$ cat src/rtl/ths8200_video_out_pkg.sv
// Shared constants, state encoding and byte-lane helpers for the THS8200 video output path.
// Timing defaults describe 1280x720 progressive raster.
package ths8200_video_out_pkg;

    localparam int DEF_H_ACTIVE = 1280;
    localparam int DEF_H_FP     = 110;
    localparam int DEF_H_SYNC   = 40;
    localparam int DEF_H_TOTAL  = 1650;
    localparam int DEF_V_ACTIVE = 720;
    localparam int DEF_V_FP     = 5;
    localparam int DEF_V_SYNC   = 5;
    localparam int DEF_V_TOTAL  = 750;
    localparam bit DEF_SYNC_POL = 1'b1;

    localparam logic [15:0] BLACK_PIXEL = 16'h1080;

    // Packed 4:2:2 word layout: {Y0, Cb, Y1, Cr}
    localparam int Y0_LSB = 24;
    localparam int CB_LSB = 16;
    localparam int Y1_LSB = 8;
    localparam int CR_LSB = 0;

    typedef enum logic [1:0] {
        ST_IDLE      = 2'd0,
        ST_WAIT_DATA = 2'd1,
        ST_RUN       = 2'd2
    } state_e;

    function automatic logic [15:0] pick_pixel(input logic [31:0] word, input logic odd);
        if (odd)
            return {word[Y1_LSB +: 8], word[CR_LSB +: 8]};
        return {word[Y0_LSB +: 8], word[CB_LSB +: 8]};
    endfunction

endpackage

$ cat src/rtl/ths8200_video_out_if.sv
// DCFIFO read port plus THS8200 pixel/sync bus. The video output block is the master side.
interface ths8200_video_out_if;

    logic        da_init_done;
    logic        dcfifo_empty;
    logic        dcfifo_rdreq;
    logic [31:0] dcfifo_q;
    logic [15:0] dac_data;
    logic        dac_hsync;
    logic        dac_vsync;
    logic        dac_blank_n;
    logic        underflow;

    modport master (
        input  da_init_done, dcfifo_empty, dcfifo_q,
        output dcfifo_rdreq, dac_data, dac_hsync, dac_vsync, dac_blank_n, underflow
    );

    modport slave (
        output da_init_done, dcfifo_empty, dcfifo_q,
        input  dcfifo_rdreq, dac_data, dac_hsync, dac_vsync, dac_blank_n, underflow
    );

endinterface

$ cat src/rtl/ths8200_video_out_timing_gen.sv
// Raster counters, active/sync decode and a 2-stage delay aligning sync/blank with pixel data.
// Counters sit at 0 whenever the generator is not running.
module video_timing_gen
    import ths8200_video_out_pkg::*;
#(
    parameter int H_ACTIVE = DEF_H_ACTIVE,
    parameter int H_FP     = DEF_H_FP,
    parameter int H_SYNC   = DEF_H_SYNC,
    parameter int H_TOTAL  = DEF_H_TOTAL,
    parameter int V_ACTIVE = DEF_V_ACTIVE,
    parameter int V_FP     = DEF_V_FP,
    parameter int V_SYNC   = DEF_V_SYNC,
    parameter int V_TOTAL  = DEF_V_TOTAL,
    parameter bit SYNC_POL = DEF_SYNC_POL
) (
    input  logic clk,
    input  logic rst,
    input  logic run_i,
    input  logic flush_i,
    output logic active_o,
    output logic even_o,
    output logic active_s1_o,
    output logic odd_s1_o,
    output logic hsync_o,
    output logic vsync_o,
    output logic blank_n_o
);

    localparam int HW = $clog2(H_TOTAL + 1);
    localparam int VW = $clog2(V_TOTAL + 1);

    localparam logic [HW-1:0] H_ACT    = HW'(H_ACTIVE);
    localparam logic [HW-1:0] H_HS_BEG = HW'(H_ACTIVE + H_FP);
    localparam logic [HW-1:0] H_HS_END = HW'(H_ACTIVE + H_FP + H_SYNC);
    localparam logic [HW-1:0] H_LAST   = HW'(H_TOTAL - 1);
    localparam logic [VW-1:0] V_ACT    = VW'(V_ACTIVE);
    localparam logic [VW-1:0] V_VS_BEG = VW'(V_ACTIVE + V_FP);
    localparam logic [VW-1:0] V_VS_END = VW'(V_ACTIVE + V_FP + V_SYNC);
    localparam logic [VW-1:0] V_LAST   = VW'(V_TOTAL - 1);

    logic [HW-1:0] h_cnt_q;
    logic [VW-1:0] v_cnt_q;
    logic          hsync_d, vsync_d;
    logic          active_s1_q, odd_s1_q, hsync_s1_q, vsync_s1_q;
    logic          active_s2_q, hsync_s2_q, vsync_s2_q;

    always_ff @(posedge clk) begin
        if (rst || flush_i || !run_i) begin
            h_cnt_q <= '0;
            v_cnt_q <= '0;
        end else if (h_cnt_q == H_LAST) begin
            h_cnt_q <= '0;
            v_cnt_q <= (v_cnt_q == V_LAST) ? '0 : v_cnt_q + VW'(1);
        end else begin
            h_cnt_q <= h_cnt_q + HW'(1);
        end
    end

    // Decode is gated by run_i so the held-at-zero counters never look active.
    assign active_o = run_i && (h_cnt_q < H_ACT) && (v_cnt_q < V_ACT);
    assign even_o   = ~h_cnt_q[0];
    assign hsync_d  = run_i && (h_cnt_q >= H_HS_BEG) && (h_cnt_q < H_HS_END);
    assign vsync_d  = run_i && (v_cnt_q >= V_VS_BEG) && (v_cnt_q < V_VS_END);

    always_ff @(posedge clk) begin
        if (rst || flush_i) begin
            active_s1_q <= 1'b0;
            odd_s1_q    <= 1'b0;
            hsync_s1_q  <= 1'b0;
            vsync_s1_q  <= 1'b0;
            active_s2_q <= 1'b0;
            hsync_s2_q  <= 1'b0;
            vsync_s2_q  <= 1'b0;
        end else begin
            active_s1_q <= active_o;
            odd_s1_q    <= h_cnt_q[0];
            hsync_s1_q  <= hsync_d;
            vsync_s1_q  <= vsync_d;
            active_s2_q <= active_s1_q;
            hsync_s2_q  <= hsync_s1_q;
            vsync_s2_q  <= vsync_s1_q;
        end
    end

    assign active_s1_o = active_s1_q;
    assign odd_s1_o    = odd_s1_q;
    assign hsync_o     = hsync_s2_q ? SYNC_POL : ~SYNC_POL;
    assign vsync_o     = vsync_s2_q ? SYNC_POL : ~SYNC_POL;
    assign blank_n_o   = active_s2_q;

endmodule

$ cat src/rtl/ths8200_video_out.sv
// DCFIFO read side feeding the THS8200: start-up FSM, word fetch, 4:2:2 pixel mux, underflow flag.
// Starved word slots turn into two black pixels; raster timing never stalls.
module ths8200_video_out
    import ths8200_video_out_pkg::*;
#(
    parameter int H_ACTIVE = DEF_H_ACTIVE,
    parameter int H_FP     = DEF_H_FP,
    parameter int H_SYNC   = DEF_H_SYNC,
    parameter int H_TOTAL  = DEF_H_TOTAL,
    parameter int V_ACTIVE = DEF_V_ACTIVE,
    parameter int V_FP     = DEF_V_FP,
    parameter int V_SYNC   = DEF_V_SYNC,
    parameter int V_TOTAL  = DEF_V_TOTAL,
    parameter bit SYNC_POL = DEF_SYNC_POL
) (
    input logic                    clk,
    input logic                    rst,
    ths8200_video_out_if.master    bus
);

    state_e      state_q;
    logic        init_sync_q;
    logic        run, flush, active, even, active_s1, odd_s1, slot, rdreq;
    logic        rd_d1_q, valid_q, underflow_q;
    logic [31:0] word_q;
    logic [15:0] dac_data_q, dac_data_d;

    always_ff @(posedge clk) begin
        if (rst)
            init_sync_q <= 1'b0;
        else
            init_sync_q <= bus.da_init_done;
    end

    always_ff @(posedge clk) begin
        if (rst || !init_sync_q) begin
            state_q <= ST_IDLE;
        end else begin
            unique case (state_q)
                ST_IDLE:      state_q <= ST_WAIT_DATA;
                ST_WAIT_DATA: if (!bus.dcfifo_empty) state_q <= ST_RUN;
                ST_RUN:       state_q <= ST_RUN;
                default:      state_q <= ST_IDLE;
            endcase
        end
    end

    assign run   = (state_q == ST_RUN);
    assign flush = !init_sync_q;

    video_timing_gen #(
        .H_ACTIVE (H_ACTIVE), .H_FP (H_FP), .H_SYNC (H_SYNC), .H_TOTAL (H_TOTAL),
        .V_ACTIVE (V_ACTIVE), .V_FP (V_FP), .V_SYNC (V_SYNC), .V_TOTAL (V_TOTAL),
        .SYNC_POL (SYNC_POL)
    ) u_timing (
        .clk         (clk),
        .rst         (rst),
        .run_i       (run),
        .flush_i     (flush),
        .active_o    (active),
        .even_o      (even),
        .active_s1_o (active_s1),
        .odd_s1_o    (odd_s1),
        .hsync_o     (bus.dac_hsync),
        .vsync_o     (bus.dac_vsync),
        .blank_n_o   (bus.dac_blank_n)
    );

    // A word slot is every even active pixel; gating by the synced init stops reads the cycle it drops.
    assign slot  = init_sync_q && active && even;
    assign rdreq = slot && !bus.dcfifo_empty;

    always_comb begin
        dac_data_d = BLACK_PIXEL;
        if (active_s1) begin
            if (!odd_s1)
                dac_data_d = rd_d1_q ? pick_pixel(bus.dcfifo_q, 1'b0) : BLACK_PIXEL;
            else
                dac_data_d = valid_q ? pick_pixel(word_q, 1'b1) : BLACK_PIXEL;
        end
    end

    always_ff @(posedge clk) begin
        if (rst || flush) begin
            rd_d1_q    <= 1'b0;
            valid_q    <= 1'b0;
            word_q     <= '0;
            dac_data_q <= BLACK_PIXEL;
        end else begin
            rd_d1_q <= rdreq;
            if (!odd_s1) begin
                valid_q <= rd_d1_q;
                if (rd_d1_q)
                    word_q <= bus.dcfifo_q;
            end
            dac_data_q <= dac_data_d;
        end
    end

    always_ff @(posedge clk) begin
        if (rst)
            underflow_q <= 1'b0;
        else if (slot && bus.dcfifo_empty)
            underflow_q <= 1'b1;
    end

    assign bus.dcfifo_rdreq = rdreq;
    assign bus.dac_data     = dac_data_q;
    assign bus.underflow    = underflow_q;

endmodule

$ cat src/flat_wrapper.sv
// flat-port wrapper written by rule: the top's interface ports become plain ports
module ths8200_video_out_flat import ths8200_video_out_pkg::*;
#(
    parameter int H_ACTIVE = DEF_H_ACTIVE,
    parameter int H_FP     = DEF_H_FP,
    parameter int H_SYNC   = DEF_H_SYNC,
    parameter int H_TOTAL  = DEF_H_TOTAL,
    parameter int V_ACTIVE = DEF_V_ACTIVE,
    parameter int V_FP     = DEF_V_FP,
    parameter int V_SYNC   = DEF_V_SYNC,
    parameter int V_TOTAL  = DEF_V_TOTAL,
    parameter bit SYNC_POL = DEF_SYNC_POL
)
  (clk, rst, bus_da_init_done, bus_dcfifo_empty, bus_dcfifo_q, bus_dcfifo_rdreq, bus_dac_data, bus_dac_hsync, bus_dac_vsync, bus_dac_blank_n, bus_underflow);
  ths8200_video_out_if bus_i ();
  input logic clk;
  input logic rst;
  input wire logic [$bits(bus_i.da_init_done)-1:0] bus_da_init_done;
  input wire logic [$bits(bus_i.dcfifo_empty)-1:0] bus_dcfifo_empty;
  input wire logic [$bits(bus_i.dcfifo_q)-1:0] bus_dcfifo_q;
  output wire logic [$bits(bus_i.dcfifo_rdreq)-1:0] bus_dcfifo_rdreq;
  output wire logic [$bits(bus_i.dac_data)-1:0] bus_dac_data;
  output wire logic [$bits(bus_i.dac_hsync)-1:0] bus_dac_hsync;
  output wire logic [$bits(bus_i.dac_vsync)-1:0] bus_dac_vsync;
  output wire logic [$bits(bus_i.dac_blank_n)-1:0] bus_dac_blank_n;
  output wire logic [$bits(bus_i.underflow)-1:0] bus_underflow;
  assign bus_i.da_init_done = bus_da_init_done;
  assign bus_i.dcfifo_empty = bus_dcfifo_empty;
  assign bus_i.dcfifo_q = bus_dcfifo_q;
  assign bus_dcfifo_rdreq = bus_i.dcfifo_rdreq;
  assign bus_dac_data = bus_i.dac_data;
  assign bus_dac_hsync = bus_i.dac_hsync;
  assign bus_dac_vsync = bus_i.dac_vsync;
  assign bus_dac_blank_n = bus_i.dac_blank_n;
  assign bus_underflow = bus_i.underflow;
  ths8200_video_out #(.H_ACTIVE(H_ACTIVE), .H_FP(H_FP), .H_SYNC(H_SYNC), .H_TOTAL(H_TOTAL), .V_ACTIVE(V_ACTIVE), .V_FP(V_FP), .V_SYNC(V_SYNC), .V_TOTAL(V_TOTAL), .SYNC_POL(SYNC_POL)) u_core (.clk(clk), .rst(rst), .bus(bus_i));
endmodule
$ cat config.mk
export PLATFORM = sky130hd
export DESIGN_NAME = ths8200_video_out_flat
export DESIGN_NICKNAME = d
export VERILOG_FILES = /design/src/rtl/ths8200_video_out_pkg.sv /design/src/rtl/ths8200_video_out_if.sv /design/src/rtl/ths8200_video_out_timing_gen.sv /design/src/rtl/ths8200_video_out.sv /design/src/flat_wrapper.sv
export SDC_FILE = /design/constraint.sdc
export NUM_CORES = 1
export LEC_CHECK = 0
export ABC_AREA = 0
export CORE_ASPECT_RATIO = 1.75
export CORE_MARGIN = 8
export CORE_UTILIZATION = 47
export CTS_BUF_LIST = sky130_fd_sc_hd__clkbuf_4 sky130_fd_sc_hd__clkbuf_8
export DETAILED_ROUTE_END_ITERATION = 6
export GPL_ROUTABILITY_DRIVEN = 0
export HOLD_SLACK_MARGIN = 0.15
export PLACE_DENSITY = 0.78
export SYNTH_ARGS = -nofsm -noshare
export SYNTH_HDL_FRONTEND = slang
export SYNTH_SLANG_ARGS = --single-unit
$ cat constraint.sdc
create_clock -name clk -period 2 [get_ports clk]
set_input_delay 0.4 -clock clk [delete_from_list [all_inputs] [get_ports clk]]
set_output_delay 0.4 -clock clk [all_outputs]
set_load 0.01 [all_outputs]
# Word level (Yosys, flattened, before mapping)

Cells that the tools add are included.

Mux-type cells: 11
Equality and inequality tests: 5
Reductions and logical operators: 19
Magnitude comparators: 6
$add $sub $neg: 2
Bitwise gates (word level): 3

Operators by type and width:

| kind                                                                   | number |
|---|---|
| 16-bit 2-to-1 mux                                                      | 4 |
| 11-bit < comparator (second input constant)                            | 2 |
| 10-bit < comparator (second input constant)                            | 2 |
| 11-bit by 1-bit adder with 11-bit output (second input constant)       | 1 |
| 11-bit equality test (second input constant)                           | 1 |
| 11-bit greater-or-equal comparator (second input constant)             | 1 |
| 10-bit by 1-bit adder with 10-bit output (second input constant)       | 1 |
| 10-bit equality test (second input constant)                           | 1 |
| 10-bit greater-or-equal comparator (second input constant)             | 1 |
| 1-bit logical AND                                                      | 10 |
| 10-bit 2-to-1 mux                                                      | 1 |
| 2-bit one-hot mux with 3 select lines                                  | 1 |
| 1-bit 2-to-1 mux                                                       | 4 |
| 2-bit OR reduction                                                     | 2 |
| 1-bit logical NOT                                                      | 3 |
| 1-bit NOT                                                              | 3 |
| 2-bit by 1-bit equality test with 1-bit output (second input constant) | 1 |
| 2-bit equality test (second input constant)                            | 1 |
| 2-bit logical NOT                                                      | 1 |
| 1-bit logical OR                                                       | 2 |
| 2-bit 2-to-1 mux                                                       | 1 |
| 2-bit != test (second input constant)                                  | 1 |
| 2-bit AND reduction                                                    | 1 |

Bits of input ports: 36
Output and inout bits: 21
Flip-flop bits (word level): 82
Word-level logic and storage cells: 62

# Longest topological paths before layout

Depth in word-level cells: 6
Mapped depth: 7
Depth with buffers taken out: 6

# Modules after synthesis

Synthesis repeated with hierarchy kept, for this count alone.

Cell total of the unflattened synthesis: 300
Area total of the unflattened synthesis: 2678.8 sq um

Modules (own cells, without submodules):

| module            | times used | sequential area each (sq um) | area an instance (sq um) | cells an instance |
|---|---|---|---|---|
| ths8200_video_out | 1          | 760.7                        | 1350.0                   | 153 |
| video_timing_gen  | 1          | 560.5                        | 1328.8                   | 147 |

# Worst setup path before layout

No wires, ideal clock.

Path kind: register to register
Start: reg u_core.u_timing.h_cnt_q[0]
End: reg u_core.u_timing.v_cnt_q[8]
Clock period less this slack: 2.150 ns
Stages on the path, launching flop included: 6
Path slack: -0.150 ns
Setup time: 0.073 ns
Required time: 1.927 ns
Buffers on the path: 0
Arrival time: 2.077 ns
Cell sequence: dfxtp_1 ha_1 or4b_4 or4_4 or4_1 a21oi_1

Word-level cells in the longest chain between the ends: 1

RTL lines:

| what                   | line                               | RTL |
|---|---|---|
| from (decl)            | ths8200_video_out_timing_gen.sv:41 | `logic [HW-1:0] h_cnt_q;` |
| from (signal assigned) | ths8200_video_out_timing_gen.sv:55 | `h_cnt_q <= h_cnt_q + HW'(1);` |
| 11-bit equality test   | ths8200_video_out_timing_gen.sv:51 | `end else if (h_cnt_q == H_LAST) begin` |
| to (signal assigned)   | ths8200_video_out_timing_gen.sv:53 | `v_cnt_q <= (v_cnt_q == V_LAST) ? '0 : v_cnt_q + VW'(1);` |
| to (decl)              | ths8200_video_out_timing_gen.sv:42 | `logic [VW-1:0] v_cnt_q;` |

Every way passes these cells.
A chain may end at the register's enable or synchronous reset.

# Worst setup path after layout

Start: reg u_core.u_timing.h_cnt_q[1]
End: reg u_core.u_timing.v_cnt_q[8]

The elaborated chain is that of the path after synthesis.

==> reports/qor.csv <==
metric,value,unit
diode count,0,
Synth Flop Type,dfxtp_1,
Detailed Route WL,6810,um
R2R depth,6,
total power,2660,uW
hold path depth,1,
async set-reset flop share out of synthesis,0,%
Synth Cell Area,2630,um2
die width,72.5,um
most frequent cells in the layout,"dfxtp_1 (63), clkdlybuf4s50_1 (55), nand2_1 (51), nor2_1 (36), buf_4 (28)",
first-pass iteration count of the detailed router,4,
Least-Margin Pin Slew,0.691,ns
worst skew pair latency,0.35,ns
Synth area leader,dfxtp_1,
crit end category,flop,
pre-CTS setup slack,-0.0378,ns
CTS Buffer Depth,2,
Synth Warn #,0,
Root Buffer,clkbuf_8,
syn avg cell area,8.66,um2
"EDFF count, synth",0,
Detailed Place HPWL,5020,um
outcome,"complete, but fails checks",
Mapped Cells,303,
count of final hold-check violations,0,
fin. max-slew vios,0,
"Cell Count, Final, Fillers Out",468,
hold path start,u_core.u_timing.vsync_s1_q$_SDFF_PP0_,
die height,115,um
core area,5500,um2
Crit Path Max Fanout,3,
fmax,0.490,GHz
max cap viols,0,
DRC,0,
vias,2459,
Clock Skew,0.00894,ns
NumNets Final,431,
PwrDens,713,nW/um2
period utilization,102,%
Ports,57,
ANT nets after route,0,
RSZ-0062 raised after global routing,yes,
Synth Register Bits,66,
layout cells sized above 1,16.3,%
leakage power figure,0.00126,uW
Synth cell types,40,
initial core utilization,47.8,%
first-pass GRT wire length,11000,um
initial antenna violation count,0,
Fillers,463,
Via density,5.25,
Layout Area Growth over Synthesis,42.3,%
sequential share of the synthesized area,50.3,%
Crit Path Category,reg -> reg,
Post-CTS Hold Fix Bufs,0,
Port Buf Inserts,56,
"Min Clock Period, post-route",2.04,ns
placed cells,451,
total clock sinks,66,
overall routing resource usage,16.9,%
WP data arrival,2.33,ns
number of global-route vias before repair,2417,
global route overflow,0,
share of the synthesized area in the top cell type,50.3,%
# setup viols final,1,
"Req. time, crit path",2.29,ns
"most common cell after layout, fill and taps aside",dfxtp_1,
WL per Instance,14.6,um
Initial DRC Count,188,
Max H-tree Level,3,
Die Area,8330,um2
failing checks,negative setup slack,
CTS tree,yes,
pin count of the biggest net entering global routing,31,
Final WS setup,-0.0424,ns
"Reg clk slew, reported paths",0.07,ns
maximum vdd ir drop,0.608,mV
worst min-delay path endpoint,u_core.u_timing.vsync_s2_q$_SDFF_PP0_,
Worst R2R Setup Slack,-0.04,ns
Worst slew margin,53.9,%
Reg-to-Reg End,u_core.u_timing.v_cnt_q[8]$_SDFFE_PP0P_,
Syn Nets,347,
Rows,36,
total CTS buffers,9,
"top cells by area, synth","dfxtp_1 (50%), nand2_1 (7.3%), nor2_1 (5.1%)",
Tightest Hold Check Type,reg -> reg,
crit start category,flop,
FF-to-FF Start,u_core.u_timing.h_cnt_q[1]$_SDFF_PP0_,
[cells by family after synthesis]
family,share of synthesized area (%)
AO/OA/AOI/OAI,12.9
XOR/XNOR,4.00
multiplexers,0.381
adder cells (fa/ha/maj),3.81
AND/OR/NAND/NOR,25.7
flip-flops,50.3
buffers and inverters,2.86
[layer usage]
layer  vias to the layer above  track usage [%]  wire (um)
met5                         -                0          0
met4                         0             12.1        317
met3                        26             4.72        400
met2                        73             30.5       3650
met1                      1145             15.8       2450
li1                       1215                -          -
[synth_stat cells, drive strengths merged (2+ instances only)]
cell type	number
dfxtp	66
nand2	51
nor2	36
a21oi	23
nand3	15
a22oi	14
clkbuf	11
xnor2	9
ha	8
inv	8
nor3	7
and2	6
nor4	5
o21ai	5
nor2b	4
nand4b	3
or4	3
xor2	3
a31oi	2
nand2b	2
nand3b	2
o22ai	2
o31ai	2
or3	2
[metrics by stage]
step                      utilization [%]  setup TNS (ns)  area [um2]  hold slack, ns
after CTS                            67.0         -0.0408        3680           0.437
final                                68.0         -0.0424        3740           0.432
after global routing                 68.0          -0.314        3740           0.460
after floorplan                         -          -0.106        2630           0.406
after detailed placement             63.0         -0.0378        3460           0.415
after global placement               63.0        -0.00980        3460           0.415
[critical path, stage by stage (launching register included)]
cell and delay (ns):
dfxtp_2 0.33, inv_2 0.04, ha_1 0.11, or4b_4 0.46, or4_4 0.44, or4_4 0.49, a21oi_2 0.12
[sequential cells by signal, summed over array words and instances, names as in the netlist, 2 cells and up]
register,count
u_core.bus.dac_data,16
u_core.word_q,16
u_core.u_timing.h_cnt_q,11
u_core.u_timing.v_cnt_q,10
u_core.state_q,2
[area by class of cell]
cell class,instances,area [um2],area share (%)
clock buffers,11,145,3.88
clock inverters,5,77.6,2.08
inverters,8,30.0,0.804
multi-input cells,217,1270,34.1
flip-flops and latches,66,1330,35.5
well taps,76,95.1,2.55
repair buffers,85,786,21.0
[repair_timing]
item,4_1_cts,5_1_grt
pin swaps,2,2
hold endpoints to repair,0,0
endpoints found under the setup margin,2,8
setup buffers,0,1
gates resized for setup,5,14
[worst max-delay path by stage]
stage | from | end | slack [ns] | depth (start not counted)
2_1_floorplan | u_core.u_timing.h_cnt_q[1]$_SDFF_PP0_ | u_core.u_timing.v_cnt_q[8]$_SDFFE_PP0P_ | -0.07 | 6
3_3_place_gp | u_core.u_timing.h_cnt_q[1]$_SDFF_PP0_ | u_core.u_timing.v_cnt_q[8]$_SDFFE_PP0P_ | -0.01 | 6
3_5_place_dp | u_core.u_timing.h_cnt_q[1]$_SDFF_PP0_ | u_core.u_timing.v_cnt_q[8]$_SDFFE_PP0P_ | -0.04 | 6
4_1_cts | u_core.u_timing.h_cnt_q[1]$_SDFF_PP0_ | u_core.u_timing.v_cnt_q[8]$_SDFFE_PP0P_ | -0.04 | 6
5_1_grt | u_core.u_timing.h_cnt_q[1]$_SDFF_PP0_ | u_core.u_timing.v_cnt_q[8]$_SDFFE_PP0P_ | -0.13 | 6
6_report | u_core.u_timing.h_cnt_q[1]$_SDFF_PP0_ | u_core.u_timing.v_cnt_q[8]$_SDFFE_PP0P_ | -0.04 | 6
[power by group]
part	internal (uW)	switching, uW
registers	1310	1.87
logic	70.8	25.9
clock network	745	506
total	2130	534
No activity file was read; power rests on OpenSTA's default activity.
